--- src/rtl/instruction_fetch_pkg.sv ---
// Shared fetch definitions: FSM encoding, default reset PC and bus widths
// common to instruction_fetch and instruction_memory.
package venera_fetch_pkg;

  localparam int FETCH_ADDR_W = 8;
  localparam int FETCH_DATA_W = 16;

  localparam logic [FETCH_ADDR_W-1:0] DEFAULT_RESET_PC = 8'h00;

  typedef enum logic {
    ST_IDLE = 1'b0,
    ST_RUN  = 1'b1
  } fetch_state_e;

endpackage

--- src/rtl/instruction_fetch_if.sv ---
// Fetch-side bus bundle: BRAM read/response and decode handshake.
// o_instr_pc is present only when FETCH_PC_TAG_EN is defined.
interface instruction_fetch_if
  import venera_fetch_pkg::*;
#(
  parameter int ADDR_W = FETCH_ADDR_W,
  parameter int DATA_W = FETCH_DATA_W
);

  logic              o_mem_rd;
  logic [ADDR_W-1:0] o_mem_address;
  logic              i_mem_valid;
  logic [DATA_W-1:0] i_mem_dout;
  logic              o_instr_valid;
  logic              i_instr_ready;
  logic [DATA_W-1:0] o_instr;
`ifdef FETCH_PC_TAG_EN
  logic [ADDR_W-1:0] o_instr_pc;
`endif

  modport master (
    output o_mem_rd,
    output o_mem_address,
    input  i_mem_valid,
    input  i_mem_dout,
    output o_instr_valid,
    input  i_instr_ready,
    output o_instr
`ifdef FETCH_PC_TAG_EN
    , output o_instr_pc
`endif
  );

  modport slave (
    input  o_mem_rd,
    input  o_mem_address,
    output i_mem_valid,
    output i_mem_dout,
    input  o_instr_valid,
    output i_instr_ready,
    input  o_instr
`ifdef FETCH_PC_TAG_EN
    , input o_instr_pc
`endif
  );

endinterface

--- src/rtl/instruction_fetch_fifo.sv ---
// Prefetch buffer: shift-register FIFO whose entry 0 is the registered head,
// so the head word and its valid flag come straight from flops.
module fetch_fifo #(
  parameter int DEPTH = 2,
  parameter int WIDTH = 16,
  parameter logic [WIDTH-1:0] RESET_WORD = '0,
  localparam int CNT_W = $clog2(DEPTH) + 1,
  localparam int IDX_W = $clog2(DEPTH)
) (
  input  logic             i_clk,
  input  logic             i_reset,
  input  logic             push,
  input  logic             pop,
  input  logic             flush,
  input  logic [WIDTH-1:0] din,
  output logic [WIDTH-1:0] head,
  output logic             head_valid,
  output logic [CNT_W-1:0] count
);

  logic [WIDTH-1:0] entries [DEPTH];
  logic [CNT_W-1:0] count_nxt;
  logic [IDX_W-1:0] wr_idx;

  always_comb begin
    count_nxt = count;
    if (push && !pop) begin
      count_nxt = count + CNT_W'(1);
    end else if (pop && !push) begin
      count_nxt = count - CNT_W'(1);
    end
    // A same-cycle pop shifts everything down, so the new word lands one lower.
    wr_idx = IDX_W'(pop ? (count - CNT_W'(1)) : count);
  end

  always_ff @(posedge i_clk or posedge i_reset) begin
    if (i_reset) begin
      for (int i = 0; i < DEPTH; i++) begin
        entries[i] <= RESET_WORD;
      end
      count      <= '0;
      head_valid <= 1'b0;
    end else if (flush) begin
      count      <= '0;
      head_valid <= 1'b0;
    end else begin
      if (pop) begin
        for (int i = 0; i < DEPTH - 1; i++) begin
          entries[i] <= entries[i+1];
        end
      end
      if (push) begin
        entries[wr_idx] <= din;
      end
      count      <= count_nxt;
      head_valid <= (count_nxt != '0);
    end
  end

  assign head = entries[0];

endmodule

--- src/rtl/instruction_fetch.sv ---
// Fetch sequencer: owns the PC, issues 1-cycle BRAM reads against buffer
// credit, and redirects on jump. FETCH_PC_TAG_EN adds o_instr_pc tagging.
//
// state   | meaning
// --------+-----------------------------------------------
// ST_IDLE | fetch halted; PC may still be redirected
// ST_RUN  | reads issued whenever the buffer has credit
module instruction_fetch
  import venera_fetch_pkg::*;
#(
  parameter int ADDR_W    = FETCH_ADDR_W,
  parameter int DATA_W    = FETCH_DATA_W,
  parameter int BUF_DEPTH = 2,
  parameter logic [ADDR_W-1:0] RESET_PC = ADDR_W'(DEFAULT_RESET_PC)
) (
  input  logic              i_clk,
  input  logic              i_reset,
  input  logic              i_enable,
  input  logic              i_jump,
  input  logic [ADDR_W-1:0] i_jump_addr,
  instruction_fetch_if.master bus
);

  localparam int CNT_W = $clog2(BUF_DEPTH) + 1;
`ifdef FETCH_PC_TAG_EN
  localparam int ENTRY_W = DATA_W + ADDR_W;
  localparam logic [ENTRY_W-1:0] RESET_ENTRY = {RESET_PC, {DATA_W{1'b0}}};
`else
  localparam int ENTRY_W = DATA_W;
  localparam logic [ENTRY_W-1:0] RESET_ENTRY = '0;
`endif

  fetch_state_e      state;
  logic [ADDR_W-1:0] pc;
  logic              inflight;
  logic              stale;
  logic [CNT_W-1:0]  fifo_count;
  logic [CNT_W:0]    occupancy;
  logic              credit_ok;
  logic              issue;
  logic              pop;
  logic              push;
  logic              head_valid;
  logic [ENTRY_W-1:0] push_data;
  logic [ENTRY_W-1:0] head;

  assign pop       = head_valid & bus.i_instr_ready;
  assign occupancy = {1'b0, fifo_count} + (CNT_W+1)'(inflight) - (CNT_W+1)'(pop);
  assign credit_ok = occupancy < (CNT_W+1)'(BUF_DEPTH);
  assign issue     = (state == ST_RUN) & ~i_jump & credit_ok;
  assign push      = bus.i_mem_valid & inflight & ~stale;

  assign bus.o_mem_rd      = issue;
  assign bus.o_mem_address = pc;

  always_ff @(posedge i_clk or posedge i_reset) begin
    if (i_reset) begin
      state    <= ST_IDLE;
      pc       <= RESET_PC;
      inflight <= 1'b0;
      stale    <= 1'b0;
    end else begin
      case (state)
        ST_IDLE: if (i_enable)  state <= ST_RUN;
        ST_RUN:  if (!i_enable) state <= ST_IDLE;
        default: state <= ST_IDLE;
      endcase
      inflight <= issue;
      stale    <= i_jump & inflight;
      if (i_jump) begin
        pc <= i_jump_addr;
      end else if (issue) begin
        pc <= pc + ADDR_W'(1);
      end
    end
  end

`ifdef FETCH_PC_TAG_EN
  // Address of the outstanding read, paired with its response on push.
  logic [ADDR_W-1:0] inflight_pc;

  always_ff @(posedge i_clk or posedge i_reset) begin
    if (i_reset) begin
      inflight_pc <= RESET_PC;
    end else if (issue) begin
      inflight_pc <= pc;
    end
  end

  assign push_data      = {inflight_pc, bus.i_mem_dout};
  assign bus.o_instr    = head[DATA_W-1:0];
  assign bus.o_instr_pc = head[ENTRY_W-1:DATA_W];
`else
  assign push_data   = bus.i_mem_dout;
  assign bus.o_instr = head;
`endif

  assign bus.o_instr_valid = head_valid;

  // Jump flushes the buffer; a response landing in the jump cycle is dropped.
  fetch_fifo #(
    .DEPTH      (BUF_DEPTH),
    .WIDTH      (ENTRY_W),
    .RESET_WORD (RESET_ENTRY)
  ) u_fifo (
    .i_clk      (i_clk),
    .i_reset    (i_reset),
    .push       (push),
    .pop        (pop),
    .flush      (i_jump),
    .din        (push_data),
    .head       (head),
    .head_valid (head_valid),
    .count      (fifo_count)
  );

endmodule

--- src/flat_wrapper.sv ---
// flat-port wrapper written by rule: the top's interface ports become plain ports
module instruction_fetch_flat import venera_fetch_pkg::*;
#(
  parameter int ADDR_W    = FETCH_ADDR_W,
  parameter int DATA_W    = FETCH_DATA_W,
  parameter int BUF_DEPTH = 2,
  parameter logic [ADDR_W-1:0] RESET_PC = ADDR_W'(DEFAULT_RESET_PC)
)
  (i_clk, i_reset, i_enable, i_jump, i_jump_addr, bus_o_mem_rd, bus_o_mem_address, bus_i_mem_valid, bus_i_mem_dout, bus_o_instr_valid, bus_i_instr_ready, bus_o_instr);
  instruction_fetch_if #(.ADDR_W(ADDR_W), .DATA_W(DATA_W)) bus_i ();
  input  logic i_clk;
  input  logic i_reset;
  input  logic i_enable;
  input  logic i_jump;
  input  logic [ADDR_W-1:0] i_jump_addr;
  output wire logic [$bits(bus_i.o_mem_rd)-1:0] bus_o_mem_rd;
  output wire logic [$bits(bus_i.o_mem_address)-1:0] bus_o_mem_address;
  input wire logic [$bits(bus_i.i_mem_valid)-1:0] bus_i_mem_valid;
  input wire logic [$bits(bus_i.i_mem_dout)-1:0] bus_i_mem_dout;
  output wire logic [$bits(bus_i.o_instr_valid)-1:0] bus_o_instr_valid;
  input wire logic [$bits(bus_i.i_instr_ready)-1:0] bus_i_instr_ready;
  output wire logic [$bits(bus_i.o_instr)-1:0] bus_o_instr;
  assign bus_o_mem_rd = bus_i.o_mem_rd;
  assign bus_o_mem_address = bus_i.o_mem_address;
  assign bus_i.i_mem_valid = bus_i_mem_valid;
  assign bus_i.i_mem_dout = bus_i_mem_dout;
  assign bus_o_instr_valid = bus_i.o_instr_valid;
  assign bus_i.i_instr_ready = bus_i_instr_ready;
  assign bus_o_instr = bus_i.o_instr;
  instruction_fetch #(.ADDR_W(ADDR_W), .DATA_W(DATA_W), .BUF_DEPTH(BUF_DEPTH), .RESET_PC(RESET_PC)) u_core (.i_clk(i_clk), .i_reset(i_reset), .i_enable(i_enable), .i_jump(i_jump), .i_jump_addr(i_jump_addr), .bus(bus_i));
endmodule
--- config.mk ---
export PLATFORM = sky130hd
export DESIGN_NAME = instruction_fetch_flat
export DESIGN_NICKNAME = d
export VERILOG_FILES = /design/src/rtl/instruction_fetch_pkg.sv /design/src/rtl/instruction_fetch_if.sv /design/src/rtl/instruction_fetch_fifo.sv /design/src/rtl/instruction_fetch.sv /design/src/flat_wrapper.sv
export SDC_FILE = /design/constraint.sdc
export NUM_CORES = 1
export LEC_CHECK = 0
export CAP_MARGIN = 20
export CORE_ASPECT_RATIO = 1.5
export CORE_UTILIZATION = 45
export CTS_CLUSTER_DIAMETER = 80
export DETAILED_ROUTE_END_ITERATION = 8
export PLACE_DENSITY_LB_ADDON = 0.15
export SLEW_MARGIN = 10
export SYNTH_ARGS = -nofsm -noshare
export SYNTH_HDL_FRONTEND = slang
export SYNTH_SLANG_ARGS = --single-unit
export TNS_END_PERCENT = 1
--- constraint.sdc ---
create_clock -name i_clk -period 2.9 [get_ports i_clk]
set_input_delay 0.58 -clock i_clk [delete_from_list [all_inputs] [get_ports i_clk]]
set_output_delay 0.58 -clock i_clk [all_outputs]
set_load 0.1 [all_outputs]
Yosys cells after proc, flatten, opt, wreduce, memory -nomap -nowiden --
Cells that the tools add are included.
Word-level totals: flip-flop bits (word level) 46, bits of input ports 30, output and inout bits 26
Cells by class: add/sub/neg operators 5, $lt $le $gt $ge 3, mux-type cells 14, bitwise logic cells 9, reduce and logical (&&, ||, !) cells 8
Operator list (number):
- $mux W16 | 3
- $bwmux W32 | 1
- $mux W32 | 1
- $demux W16 S1 | 1
- $mux W8 | 2
- $add A8 B1 Y8 const B | 1
- $and A1 B1 Y1 | 6
- $mux W2 | 3
- $reduce_bool A2 Y1 | 2
- $add A2 B1 Y3 | 1
- $logic_and A1 B1 Y1 | 3
- $lt A3 B2 Y1 const B | 1
- $mux W1 | 3
- $sub A3 B1 Y3 | 1
- $add A2 B1 Y2 const B | 1
- $ge A2 B2 Y1 const B | 1
- $logic_not A1 Y1 | 2
- $lt A2 B1 Y1 const B | 1
- $not A1 Y1 | 2
- $not A1 Y2 | 1
- $reduce_and A2 Y1 | 1
- $sub A2 B1 Y2 const B | 1

Longest topological paths before layout --
depth after elaboration 9, mapped depth 10, gate-level depth less buffers 9

Modules after synthesis --
Synthesis repeated with hierarchy kept, for this count alone.
Unflattened totals: cell total of the unflattened synthesis 191, area, all modules 2287.2 sq um
Modules (own cells, without submodules):
- fetch_fifo | times used 1, cells each 127, area each 1672.9 sq um, seq. area each 875.8 sq um
- instruction_fetch | times used 1, cells each 64, area each 614.3 sq um, seq. area each 275.3 sq um

Worst setup path before layout --
No wires, ideal clock.
kind register -> output, start reg u_core.u_fifo.head_valid, end out bus_o_mem_rd, data arrival time 3.309 ns, data required time 2.320 ns, setup slack -0.989 ns, cell stages (with the launch flop) 9, cells stage by stage dfrtp_1 nand2_1 xnor2_1 nand2_1 fa_1 xor2_1 or3_1 clkbuf_1 inv_1
On the way: cells in the longest elaborated chain, start to end 4
RTL lines:
- start: declaration | line instruction_fetch_fifo.sv:17 | output logic head_valid,
- start signal: assignment | line instruction_fetch_fifo.sv:56 | head_valid <= (count_nxt != '0);
- $and A1 B1 Y1 | line instruction_fetch.sv:47 | assign pop = head_valid & bus.i_instr_ready;
- $sub A3 B1 Y3 | line instruction_fetch.sv:48 | assign occupancy = {1'b0, fifo_count} + (CNT_W+1)'(inflight) - (CNT_W+1)'(pop);
- $lt A3 B2 Y1 | line instruction_fetch.sv:49 | assign credit_ok = occupancy < (CNT_W+1)'(BUF_DEPTH);
- $and A1 B1 Y1 | line instruction_fetch.sv:50 | assign issue = (state == ST_RUN) & ~i_jump & credit_ok;
- end: declaration | line flat_wrapper.sv:16 | output wire logic [$bits(bus_i.o_mem_rd)-1:0] bus_o_mem_rd;
No other way between the ends.

Final worst setup path --
Same ends and word-level chain as after synthesis.

==> results.ini <==
[finish]
final_cell_mix = 45 x dfrtp_1, 38 x buf_4, 28 x clkdlybuf4s50_1, 24 x o21ai_0, 17 x inv_1
post-route-util_pct = 60.07
fill_cells = 430
area_growth_pct = 28.64
nets = 284
n_antenna_cell = 0
final_common_cell = dfrtp_1
drive_above_1_share_pct = 30.83

[clocking]
postCtsHoldBufs = 0
cts_tree = done
clockBufferDepth = 2
root_buffer = clkbuf_8
clock-sinks = 46
tritoncts.num_buffers = 5
htree_levels = 2
path_clk_slew_ns = 0.09
insertion_delay_ns = 0.29

[global_routing]
overflow = 0
grt_pass1_vias = 1564
antenna_found_initial = 0
track_usage_pct = 18.72
grt_pass1_wl_mm = 7.327
grt_max_degree = 35

[synth]
yosys.area_share.adder_pct = 1.448
synth-seq-area-share_pct = 51.25
synth_nets = 232
synth-compound-area-share_pct = 16.32
synth_seq_cells = 46
syn_inst = 200
synth.avg_cell_area_um2 = 11.23
yosys_warnings = 0
synth-xor-area-share_pct = 1.560
muxShareOfSynthArea_pct = 10.58
synth_cell_types = 36
netlist_area_um2 = 2246
synth_top_family_by_area = compound AO/OA/AOI/OAI gates
synthSimpleGateAreaFrac_pct = 8.022

[power]
sw_frac_of_total_pct = 50.73
finalPower_mw = 2.956
leakage_nw = 1.342
power_per_cell_area_nw_per_um2 = 1023
p_switching_mw = 1.499
p_comb_share_pct = 54.2
p_clk_share_pct = 13.5
seqPwrFrac_pct = 32.3
intPower_mw = 1.456
vdd_ir_drop_max_uv = 467.5

[drt]
drtAntennaViolNets = 0
drc = 0
wl_met3_um = 188
wire_per_inst_um = 14.05
detailroute.via_count = 1624
vias_per_cell = 5.091
totalWireLength_mm = 4.482
drtIter0Drc = 53
wl_met1_mm = 1.840
top_layer = met4
drt-pass1-iter-count = 6
met2WireLength_mm = 2.422

[sta]
slew_headroom_pct = 51.79
worstMarginPinSlew_ns = 0.7220
rsz0062_at_grt = true
final_hold_viol_count = 0
finalSetupViolations = 0
finClkSkew_ns = 0.006765
max_freq_mhz = 353.0
fin_setup_tns_ns = 0
fin_crit_sh_pct = 97.69
holdWs_ns = 0.4967
maxSlewViolCount = 0
period_needed_ns = 2.833

[placement]
portBuffers = 55
hpwl_mm = 3.119
gp_congestion = 0.7607

[floorplanning]
die_h_um = 88.53
die_x_um = 59.68
initial_core_util_pct = 46.70
row_count = 31
pin_count = 56
core_area_um2 = 4810
die-area_um2 = 5283

[min_path]
hold_path_class = flop to flop
holdPathStages = 2

[setup_path]
worstSetupPathType = flop to output port
rr_worst_depth = 9
end_kind = output port
required_ns = 2.32
path_max_fanout = 3
cp-start-kind = flop
regToRegSetupSlack_ns = 0.55
crit_path_end = bus_o_mem_rd
cp-startpoint = u_core.u_fifo.head_valid
rr_endpoint = u_core.bus.o_mem_address[6]
critical_path_arrival_ns = 2.25
r2r-start = u_core.u_fifo.head_valid

[outcome]
status = finished, final reports clean

[run]
maxCapViolCount = 0

==> cell usage after synthesis (all sizes together) <==
cell type,n,area share [%]
xnor2,2,0.78
mux2i,2,0.89
nand3,3,0.67
or3,2,0.56
a211oi,1,0.33
ha,1,0.56
nor3b,1,0.33
or2,1,0.28
xor2,2,0.78
dfrtp,46,51
nand3b,1,0.33
a22oi,16,5.3
o21a,1,0.33
a31o,1,0.39
clkbuf,4,0.67
fa,1,0.89
nor2,9,1.6
mux2,16,9.7
nand2,9,1.5
o21ai,24,5.3
and3b,2,0.78
o311ai,4,1.6
inv,19,3.2
a221oi,1,0.39
nand4,1,0.28
a21boi,1,0.84
nor4,4,1.4
buf,20,7.0
a221o,4,1.8
and2,1,0.28
==> routing by layer <==
metal / global-route usage, % / vias up
met3: 3.801 / 2
met1: 21.85 / 786
li1: - / 794
met4: 5.708 / 0
met5: 0 / -
met2: 33.74 / 42
==> critical path, stage by stage, from the launching register on <==
cell and delay [ns]:
dfrtp_4 0.50, nand2_4 0.08, xnor2_2 0.10, nand2_1 0.07
fa_1 0.49, nand2_1 0.07, or3_4 0.38, clkinvlp_4 0.10
buf_12 0.17
==> how the worst min path moves through the flow <==
stage,startpoint,to,slack (ns)
after floorplan,flop,u_core.u_fifo.head[10],0.47
after global placement,flop,u_core.u_fifo.head[9],0.48
after detailed placement,flop,u_core.u_fifo.head[14],0.48
after CTS,flop,u_core.u_fifo.head[14],0.50
after global routing,flop,flop,0.53
final,flop,u_core.u_fifo.head[14],0.50
==> cells by family after synthesis <==
kind of cell | Yosys count
AND/OR/NAND/NOR | 34
AO/OA/AOI/OAI | 53
flip-flops | 46
multiplexers | 18
XOR/XNOR | 4
buffers and inverters | 43
adder cells (fa/ha/maj) | 2
==> power groups by stage <==
| stage | Combinational (mW) | Sequential, mW | Clock [mW] |
|---|---|---|---|
| 2_1_floorplan | 1.15 | 1.15 | 0 |
| 3_3_place_gp | 1.57 | 0.967 | 0 |
| 3_5_place_dp | 1.59 | 0.971 | 0 |
| 4_1_cts | 1.59 | 0.960 | 0.416 |
| 5_1_grt | 1.68 | 0.982 | 0.449 |
| 6_report | 1.60 | 0.955 | 0.398 |
==> stage by stage <==
| step | std cells | area (um2) | worst slack [ns] |
|---|---|---|---|
| 3_3_place_gp | 310 | 2778 | -0.2835 |
| 2_1_floorplan | 200 | 2276 | -0.07120 |
| 4_1_cts | 318 | 2873 | 0.002248 |
| 6_report | 319 | 2889 | 0.06686 |
| 3_5_place_dp | 310 | 2778 | -0.2727 |
| 5_1_grt | 319 | 2889 | -0.03542 |
==> area by class of cell <==
cell class	instances	area, um2	share of cell area [%]
clock inverters	2	12.51	0.4331
clock buffers	6	82.58	2.858
flip-flops and latches	46	1155	39.97
inverters	19	75.07	2.599
multi-input cells	111	879.6	30.45
repair buffers	69	601.8	20.83
well taps	66	82.58	2.858
==> what timing repair did <==
action / CTS / global route
endpoints found under the setup margin: 1 / 1
setup buffers: 0 / 1
gates resized for setup: 2 / 4
pin swaps: 0 / 0
Note: power is estimated with default switching activity, not from simulation.
